`src/rtl/dac_spi_driver.sv`:
```
// dac_spi_driver
// Takes 8-bit waveform samples, scales them by a 4-bit gain and ships each
// 12-bit product to a serial DAC as a 16-bit frame {CTRL, product}, MSB first.
// A one-entry holding register decouples the sample strobe from the serial
// link. The newest sample always wins, and an overwritten unsent sample is
// flagged on ovf.
module dac_spi_driver #(
  parameter int         CLK_DIV = 4,       // dac_sclk half-period in clk cycles (2..255)
  parameter int         CS_GAP  = 2,       // min clk cycles dac_cs_n stays high between frames (1..255)
  parameter logic [3:0] CTRL    = 4'b0000  // control nibble at the head of every frame
) (
  input  logic       clk,
  input  logic       rst_n,
  input  logic [7:0] sample_in,
  input  logic       sample_vld,
  input  logic [3:0] gain,
  output logic       dac_cs_n,
  output logic       dac_sclk,
  output logic       dac_din,
  output logic       busy,
  output logic       done,
  output logic       ovf
);

  localparam logic [1:0] IDLE  = 2'd0;
  localparam logic [1:0] LOAD  = 2'd1;
  localparam logic [1:0] SHIFT = 2'd2;
  localparam logic [1:0] GAP   = 2'd3;

  localparam logic [7:0] DIV_LAST = 8'(CLK_DIV - 1);
  localparam logic [7:0] GAP_LAST = 8'(CS_GAP - 1);
  localparam logic [3:0] BIT_LAST = 4'd15;

  logic [1:0]  state_reg;
  logic [11:0] hold_reg;
  logic        hold_full_reg;
  // Holds the 15 frame bits still to be sent. Bit 15 (CTRL[3]) goes straight
  // to dac_din when the frame launches.
  logic [14:0] shift_reg;
  logic [7:0]  div_cnt_reg;
  logic [3:0]  bit_cnt_reg;
  logic [7:0]  gap_cnt_reg;
  logic        cs_n_reg;
  logic        sclk_reg;
  logic        din_reg;
  logic        done_reg;
  logic        ovf_reg;

  logic [11:0] product;
  logic        consuming;

  // The full 12-bit product (at most 255*15 = 3825), so no truncation.
  assign product   = {4'b0000, sample_in} * {8'h00, gain};
  // The LOAD cycle is the cycle in which the FSM takes the held sample.
  assign consuming = (state_reg == LOAD);

  // Holding register: newest sample wins. Overwriting an unsent sample raises ovf.
  always_ff @(posedge clk or negedge rst_n) begin
    if (!rst_n) begin
      hold_reg      <= 12'd0;
      hold_full_reg <= 1'b0;
      ovf_reg       <= 1'b0;
    end else begin
      ovf_reg <= 1'b0;
      if (sample_vld) begin
        hold_reg      <= product;
        hold_full_reg <= 1'b1;
        // A strobe in the LOAD cycle refills the register that LOAD just
        // emptied, so no sample is lost.
        ovf_reg       <= hold_full_reg && !consuming;
      end else if (consuming) begin
        hold_full_reg <= 1'b0;
      end
    end
  end

  // Frame sequencer. All serial pins come straight from flops.
  always_ff @(posedge clk or negedge rst_n) begin
    if (!rst_n) begin
      state_reg   <= IDLE;
      shift_reg   <= 15'd0;
      div_cnt_reg <= 8'd0;
      bit_cnt_reg <= 4'd0;
      gap_cnt_reg <= 8'd0;
      cs_n_reg    <= 1'b1;
      sclk_reg    <= 1'b0;
      din_reg     <= 1'b0;
      done_reg    <= 1'b0;
    end else begin
      done_reg <= 1'b0;
      case (state_reg)
        IDLE: begin
          if (hold_full_reg) begin
            // Present the frame MSB as chip select drops. The MSB is a
            // constant, so it does not depend on the holding register.
            state_reg <= LOAD;
            cs_n_reg  <= 1'b0;
            din_reg   <= CTRL[3];
          end
        end
        LOAD: begin
          shift_reg   <= {CTRL[2:0], hold_reg};
          div_cnt_reg <= 8'd0;
          bit_cnt_reg <= 4'd0;
          state_reg   <= SHIFT;
        end
        SHIFT: begin
          if (div_cnt_reg == DIV_LAST) begin
            div_cnt_reg <= 8'd0;
            if (!sclk_reg) begin
              sclk_reg <= 1'b1;
            end else if (bit_cnt_reg == BIT_LAST) begin
              // The last falling edge ends the frame.
              state_reg   <= GAP;
              cs_n_reg    <= 1'b1;
              sclk_reg    <= 1'b0;
              din_reg     <= 1'b0;
              done_reg    <= 1'b1;
              gap_cnt_reg <= 8'd0;
            end else begin
              // Falling edge: move on to the next bit while the DAC is not sampling.
              sclk_reg    <= 1'b0;
              din_reg     <= shift_reg[14];
              shift_reg   <= {shift_reg[13:0], 1'b0};
              bit_cnt_reg <= bit_cnt_reg + 4'd1;
            end
          end else begin
            div_cnt_reg <= div_cnt_reg + 8'd1;
          end
        end
        GAP: begin
          if (gap_cnt_reg == GAP_LAST) begin
            state_reg <= IDLE;
          end else begin
            gap_cnt_reg <= gap_cnt_reg + 8'd1;
          end
        end
        default: state_reg <= IDLE;
      endcase
    end
  end

  assign dac_cs_n = cs_n_reg;
  assign dac_sclk = sclk_reg;
  assign dac_din  = din_reg;
  assign busy     = (state_reg != IDLE);
  assign done     = done_reg;
  assign ovf      = ovf_reg;

endmodule

```
`config.mk`:
```
export PLATFORM = sky130hd
export DESIGN_NAME = dac_spi_driver
export DESIGN_NICKNAME = d
export VERILOG_FILES = /design/src/rtl/dac_spi_driver.sv
export SDC_FILE = /design/constraint.sdc
export NUM_CORES = 1
export LEC_CHECK = 0
export CAP_MARGIN = 5
export CORE_MARGIN = 2
export CORE_UTILIZATION = 40
export DETAILED_ROUTE_END_ITERATION = 6
export PLACE_DENSITY = 0.63
export SETUP_SLACK_MARGIN = 0.1
export SYNTH_ARGS = -nofsm -noshare
export SYNTH_HDL_FRONTEND = slang
export SYNTH_SLANG_ARGS = --single-unit
```
`constraint.sdc`:
```
create_clock -name clk -period 6.1 [get_ports clk]
set_input_delay 0.915 -clock clk [delete_from_list [all_inputs] [get_ports clk]]
set_output_delay 0.915 -clock clk [all_outputs]
set_load 0.01 [all_outputs]
```
== Yosys cells after proc, flatten, opt, wreduce, memory -nomap -nowiden ==
Cells that the tools add are included.

* Bits in registers: 55
* Input port bits: 15
* Output and inout bits: 6
* Word-level logic and storage cells: 81

* Add/subtract/negate cells: 3
* $mul: 1
* Equal/unequal tests: 13
* Multiplexer cells: 38
* Reductions and logical operators: 14

{| class="wikitable"
|+ Operator list
! kind !! count
|-
| 2-to-1 mux 15 bit || 3
|-
| 2-to-1 mux 8 bit || 5
|-
| one-hot mux 8 bit (2 select lines) || 2
|-
| one-hot mux 15 bit (2 select lines) || 1
|-
| adder 8 x 1 -> 8 bit (second input constant) || 2
|-
| 2-to-1 mux 1 bit || 15
|-
| AND reduction 5 bit || 3
|-
| inequality test 2 bit (second input constant) || 7
|-
| multiplier 8 x 4 -> 12 bit || 1
|-
| 2-to-1 mux 4 bit || 3
|-
| 2-to-1 mux 2 bit || 5
|-
| nonzero test 2 bit || 5
|-
| == test 8 x 1 -> 1 bit (second input constant) || 1
|-
| == test 8 x 2 -> 1 bit (second input constant) || 1
|-
| one-hot mux 2 bit (4 select lines) || 1
|-
| one-hot mux 4 bit (2 select lines) || 1
|-
| AND reduction 4 bit || 2
|-
| adder 4 x 1 -> 4 bit (second input constant) || 1
|-
| == test 2 bit (second input constant) || 2
|-
| == test 4 bit (second input constant) || 1
|-
| one-hot mux 1 bit (2 select lines) || 2
|-
| == test 2 x 1 -> 1 bit (second input constant) || 1
|-
| logical NOT 2 bit || 1
|-
| AND reduction 2 bit || 1
|-
| other kinds (2) || 2
|}

== Logic depth before layout (Yosys ltp) ==
* Depth in word-level cells: 5
* Depth in mapped cells: 11
* Gate-level depth less buffers: 11

== Worst setup path after synthesis ==
Ideal clock, no wire load.

* Kind: input-to-reg
* Start point: input gain[3]
* End point: register hold_reg[8]
* Setup time: 0.125 ns
* Arrival: 3.337 ns
* Required time: 5.975 ns
* Slack: 2.639 ns
* Stages: 11
* Path buffers: 0
* Cells stage by stage: nand2_1 fa_1 inv_1 fa_1 inv_1 fa_1 nand2b_1 a21oi_1 nor2_1 xnor2_1 mux2_2

* Cells in the longest elaborated chain, start to end: 1

{| class="wikitable"
|+ Ends and longest elaborated chain
! item !! RTL line !! source
|-
| from (decl) || 16 || <nowiki>input logic [3:0] gain,</nowiki>
|-
| multiplier 8 x 4 -> 12 bit || 53 || <nowiki>assign product = {4'b0000, sample_in} * {8'h00, gain};</nowiki>
|-
| to (signal assigned) || 66 || <nowiki>hold_reg <= product;</nowiki>
|-
| to (decl) || 35 || <nowiki>logic [11:0] hold_reg;</nowiki>
|}

Every way passes these cells.
A chain may end at the register's enable or synchronous reset.

== Worst setup path in the final report ==
* Start point: input gain[3]
* End point: register hold_reg[7]

Same word-level chain as after synthesis.

==> results <==
- The commonest register cell after synthesis is dfrtp_1.
- The biggest area contributor in the post-synthesis netlist is dfrtp_1.
- The placed wire-length estimate is 4840 um.
- The number of buffers added by the clock tree synthesis step is 5.
- The number of slew-limit violations in the final report is 0.
- For this run, the detailed router's first-pass iteration total came to 4.
- The first routing iteration left 90 violations.
- Among all stages on the critical path, the largest delay is contributed by clkdlybuf4s50_1.
- The final clock period utilization by the worst path is 0.652.
- The layer with the highest usage is met2.
- Of the cells placed in the final design, the portion with a size suffix greater than 1 is 0.0793.
- Headroom to the max-slew limit came out at 0.464.
- The clock tree from TritonCTS is done.
- The end of the worst register-to-register path is gap_cnt_reg[7]$_DFFE_PN0P_.
- The number of antenna violations at the first check in global routing was 0.
- The number of buffers on the longest clock path is 2.
- Setup violations remaining at the end of the flow were counted as 0.
- The die is 98.7 um tall.
- The final estimated routing congestion in global placement is 0.806.
- For this run, the total global-route usage over all layers was measured as 0.142.
- The first global-routing pass estimated 11600 um of wire.
- The total I/O pin count is 21.
- The synthesized design contains 55 register bits.
- The routed length per instance is 13.0 um.
- Counting every sink on the clock net gives 55.
- The via count of the first global-routing pass is 2562.
- The floorplan row count is 34.
- After detailed routing, the total wire length is 6500 um.
- The endpoint required time on the critical path is 6290 ps.
- Max-cap violations in this run came to 0.
- The design draws 1.30 mW.
- The class of the most critical hold timing path is flop to flop.
- The worst hold path begins at shift_reg[12]$_DFFE_PN0P_.
- Compared with the post-synthesis result, the final layout area differs by 11.0%.
- Tracing the worst setup path back leads to its startpoint at gain[3].
- In this design, the stage delay of the slowest critical-path cell is 610 ps.
- The number of warning messages in the yosys log is 0.
- The number of antenna cells inserted is 0.
- The worst reg-to-reg path cell count is 7.
- The die extent in x is 98.7 um.
- STA puts the critical path data arrival time at 4170 ps.
- In the synthesized netlist, the number of instances is 370.
- Hold repair after CTS inserted 0 buffers.
- The leakage power total is 1.82 nW.
- STA classifies the critical path startpoint as an input port.
- The number of levels in the clock H-tree is 2.
- The final setup TNS is 0 ps.
- The maximum net fanout on the critical path is 8.
- The share of async-settable or async-resettable flops after synthesis is 1.00.
- The clock arrives with 5.66 ps of skew.
- Once detail routing completed, the nets flagged for antenna violations numbered 0.
- For this run, global-route usage on met2 was measured as 0.229.
- The pre-CTS setup slack is 1820 ps.
- Of the post-synthesis cell area, the dominant cell type holds 0.377.
- VDD sags by at most 0.000120 V.
- The register with the most flip-flops in the layout has 15 of them.
- For the pin with the worst max-slew slack, the measured transition is 802 ps.
- The die covers 9730 um^2.
- By area the synthesized netlist is led by dfrtp_1 (38%), ha_1 (8.4%), fa_1 (6.7%), nand2_1 (5.2%), inv_1 (3.5%).
- The run finished with clean final reports.
- The routed layout has 2639 vias.
- The library cell used most frequently in the layout, excluding fill and tap cells, is dfrtp_1.
- On the critical path the largest part of the delay comes from adder cells.
- The total standard cell area after synthesis is 3580 um^2.
- The power density normalized to cell area is 327 nW/um^2.
- The global routing met3 resource utilization is 0.0277.
- The register-to-register path setup slack is 3780 ps.
- The total overflow left after global routing is 0.
- The hold path endpoint is shift_reg[12]$_DFFE_PN0P_.
- Clock latency on the worst-skew pair, taken at its later pin, is 300 ps.
- The global-route track usage on met1 is 0.200.
- STA classifies the critical path endpoint as a flop.
- The startpoint of the lowest-slack register-to-register path is state_reg[0]$_DFFE_PN0P_.
- The clock period minus final worst setup slack is 3980 ps.
- The total setup buffers inserted after CTS is 0.
- After clock tree synthesis, the clock-pin slew on the worst setup and hold paths is 100 ps.
- The port buffer count is 20.
- The number of cells upsized or downsized after cts is 0.
- Synthesis produced a netlist with a net count of 421.
- The number of failing hold endpoints at the final stage is 0.
- After filler insertion, the fill cell instance count of the layout stands at 845.
- The root buffer cell chosen for the clock tree is clkbuf_8.
- The sequential area share after synthesis is 0.384.
- The region available for standard cell placement spans 8720 um^2.
- The via count normalized by instance count is 5.29.
- The initial utilization of the core area, before any placement, comes to 0.411.
- Static timing analysis puts the maximum clock frequency at 251 MHz.
- The mean area per synthesized cell is 9.69 um^2.
- Counting distinct cell types in the post-synthesis netlist gives 50.
- Entering global routing, the biggest net connects 56 pins.
- Setup repair after global routing left no endpoint under its margin.
- Setup slack on the critical path of the routed design comes to 2120 ps.
- The cell seen most often among critical-path stages is fa_1.
- The post-layout net count is 441.
- In the routed design, unresolved DRC markers number 0.
- The worst setup path is of the input port to flop kind.
- In this run, synthesis inferred 0 flip-flops with an integrated enable.
- The top cell types in the final layout, fill and taps aside, are dfrtp_1 (54), nand2_1 (50), inv_1 (33).
- The worst hold path passes through 2 cells.
- Counting both buffers and inverters, the worst setup path holds a total of 2.
- Walking the worst path, the cells encountered are clkdlybuf4s50_1 -> nand2_1 -> fa_1 -> inv_1 -> fa_1 -> ha_1 -> a211oi_1 -> o21bai_1 -> a21oi_1 -> xnor2_1 -> mux2_2.
==> synthesized netlist by cell type, types with 2 or more instances <==
cell type,n
mux2_2,8
a21o_1,3
and3_1,5
buf_2,2
xnor2_1,5
nor2_1,24
clkbuf_1,7
o211ai_1,4
mux2i_1,12
ha_1,24
nand4_1,6
nor3_1,4
inv_1,33
nor3_2,2
o22ai_1,2
fa_1,12
nor2b_1,4
nor4_4,2
dfrtp_1,54
xor2_1,11
a211oi_1,2
and2_1,15
a21oi_1,15
o21ai_1,13
o21ai_0,11
o41ai_1,2
or3_1,2
nand3_1,14
nand2_1,50
nand2b_1,2
==> metrics by stage <==
step / utilization / hold WS (ps) / cells / area (um^2)
6_report: 0.456 / 479 / 499 / 3980
2_1_floorplan: - / 440 / 370 / 3580
3_3_place_gp: 0.446 / 449 / 491 / 3890
3_5_place_dp: 0.446 / 456 / 491 / 3890
4_1_cts: 0.456 / 480 / 499 / 3980
5_1_grt: 0.456 / 513 / 499 / 3980
==> worst max-delay path by stage <==
stage                              endpoint  slack (ps)  cells past startpoint
finish              hold_reg[7]$_DFFE_PN0P_        2120                     11
CTS                 hold_reg[7]$_DFFE_PN0P_        2130                     11
detailed placement  hold_reg[7]$_DFFE_PN0P_        1820                     11
floorplan           hold_reg[8]$_DFFE_PN0P_        2640                     11
global route        hold_reg[7]$_DFFE_PN0P_        1930                     11
global placement    hold_reg[9]$_DFFE_PN0P_        1870                     12
==> worst min-delay path, cell delays in order (launching register included) <==
cell and delay, ps:
dfrtp_1 350, nand2_1 50, nand2_1 50
==> kinds of logic after synthesis <==
logic type,count (synthesis),share of synthesized area
multiplexers,22,0.0660
XOR/XNOR,16,0.0391
AND/OR/NAND/NOR,137,0.205
flip-flops,55,0.384
buffers and inverters,42,0.0447
adder cells (fa/ha/maj),36,0.151
AO/OA/AOI/OAI,62,0.111
==> routing by layer <==
layer / part of all wire / up-vias
met5: 0 / -
met1: 0.50 / 1291
met3: 0.028 / 5
met4: 0.010 / 0
li1: - / 1301
met2: 0.47 / 42
==> final cells by class <==
class                   count  area [um^2]  area share
multi-input cells         273         2050       0.514
flip-flops and latches     55         1380       0.346
repair buffers             22          210      0.0528
well taps                 108          135      0.0340
inverters                  33          124      0.0311
clock buffers               6         72.6      0.0182
clock inverters             2         12.5     0.00314
==> report_power, final <==
part	switching [mW]	internal, mW
Combinational	0.339	0.234
Clock	0.115	0.0806
Sequential	0.0736	0.461
Note: power is estimated with default switching activity, not from simulation.
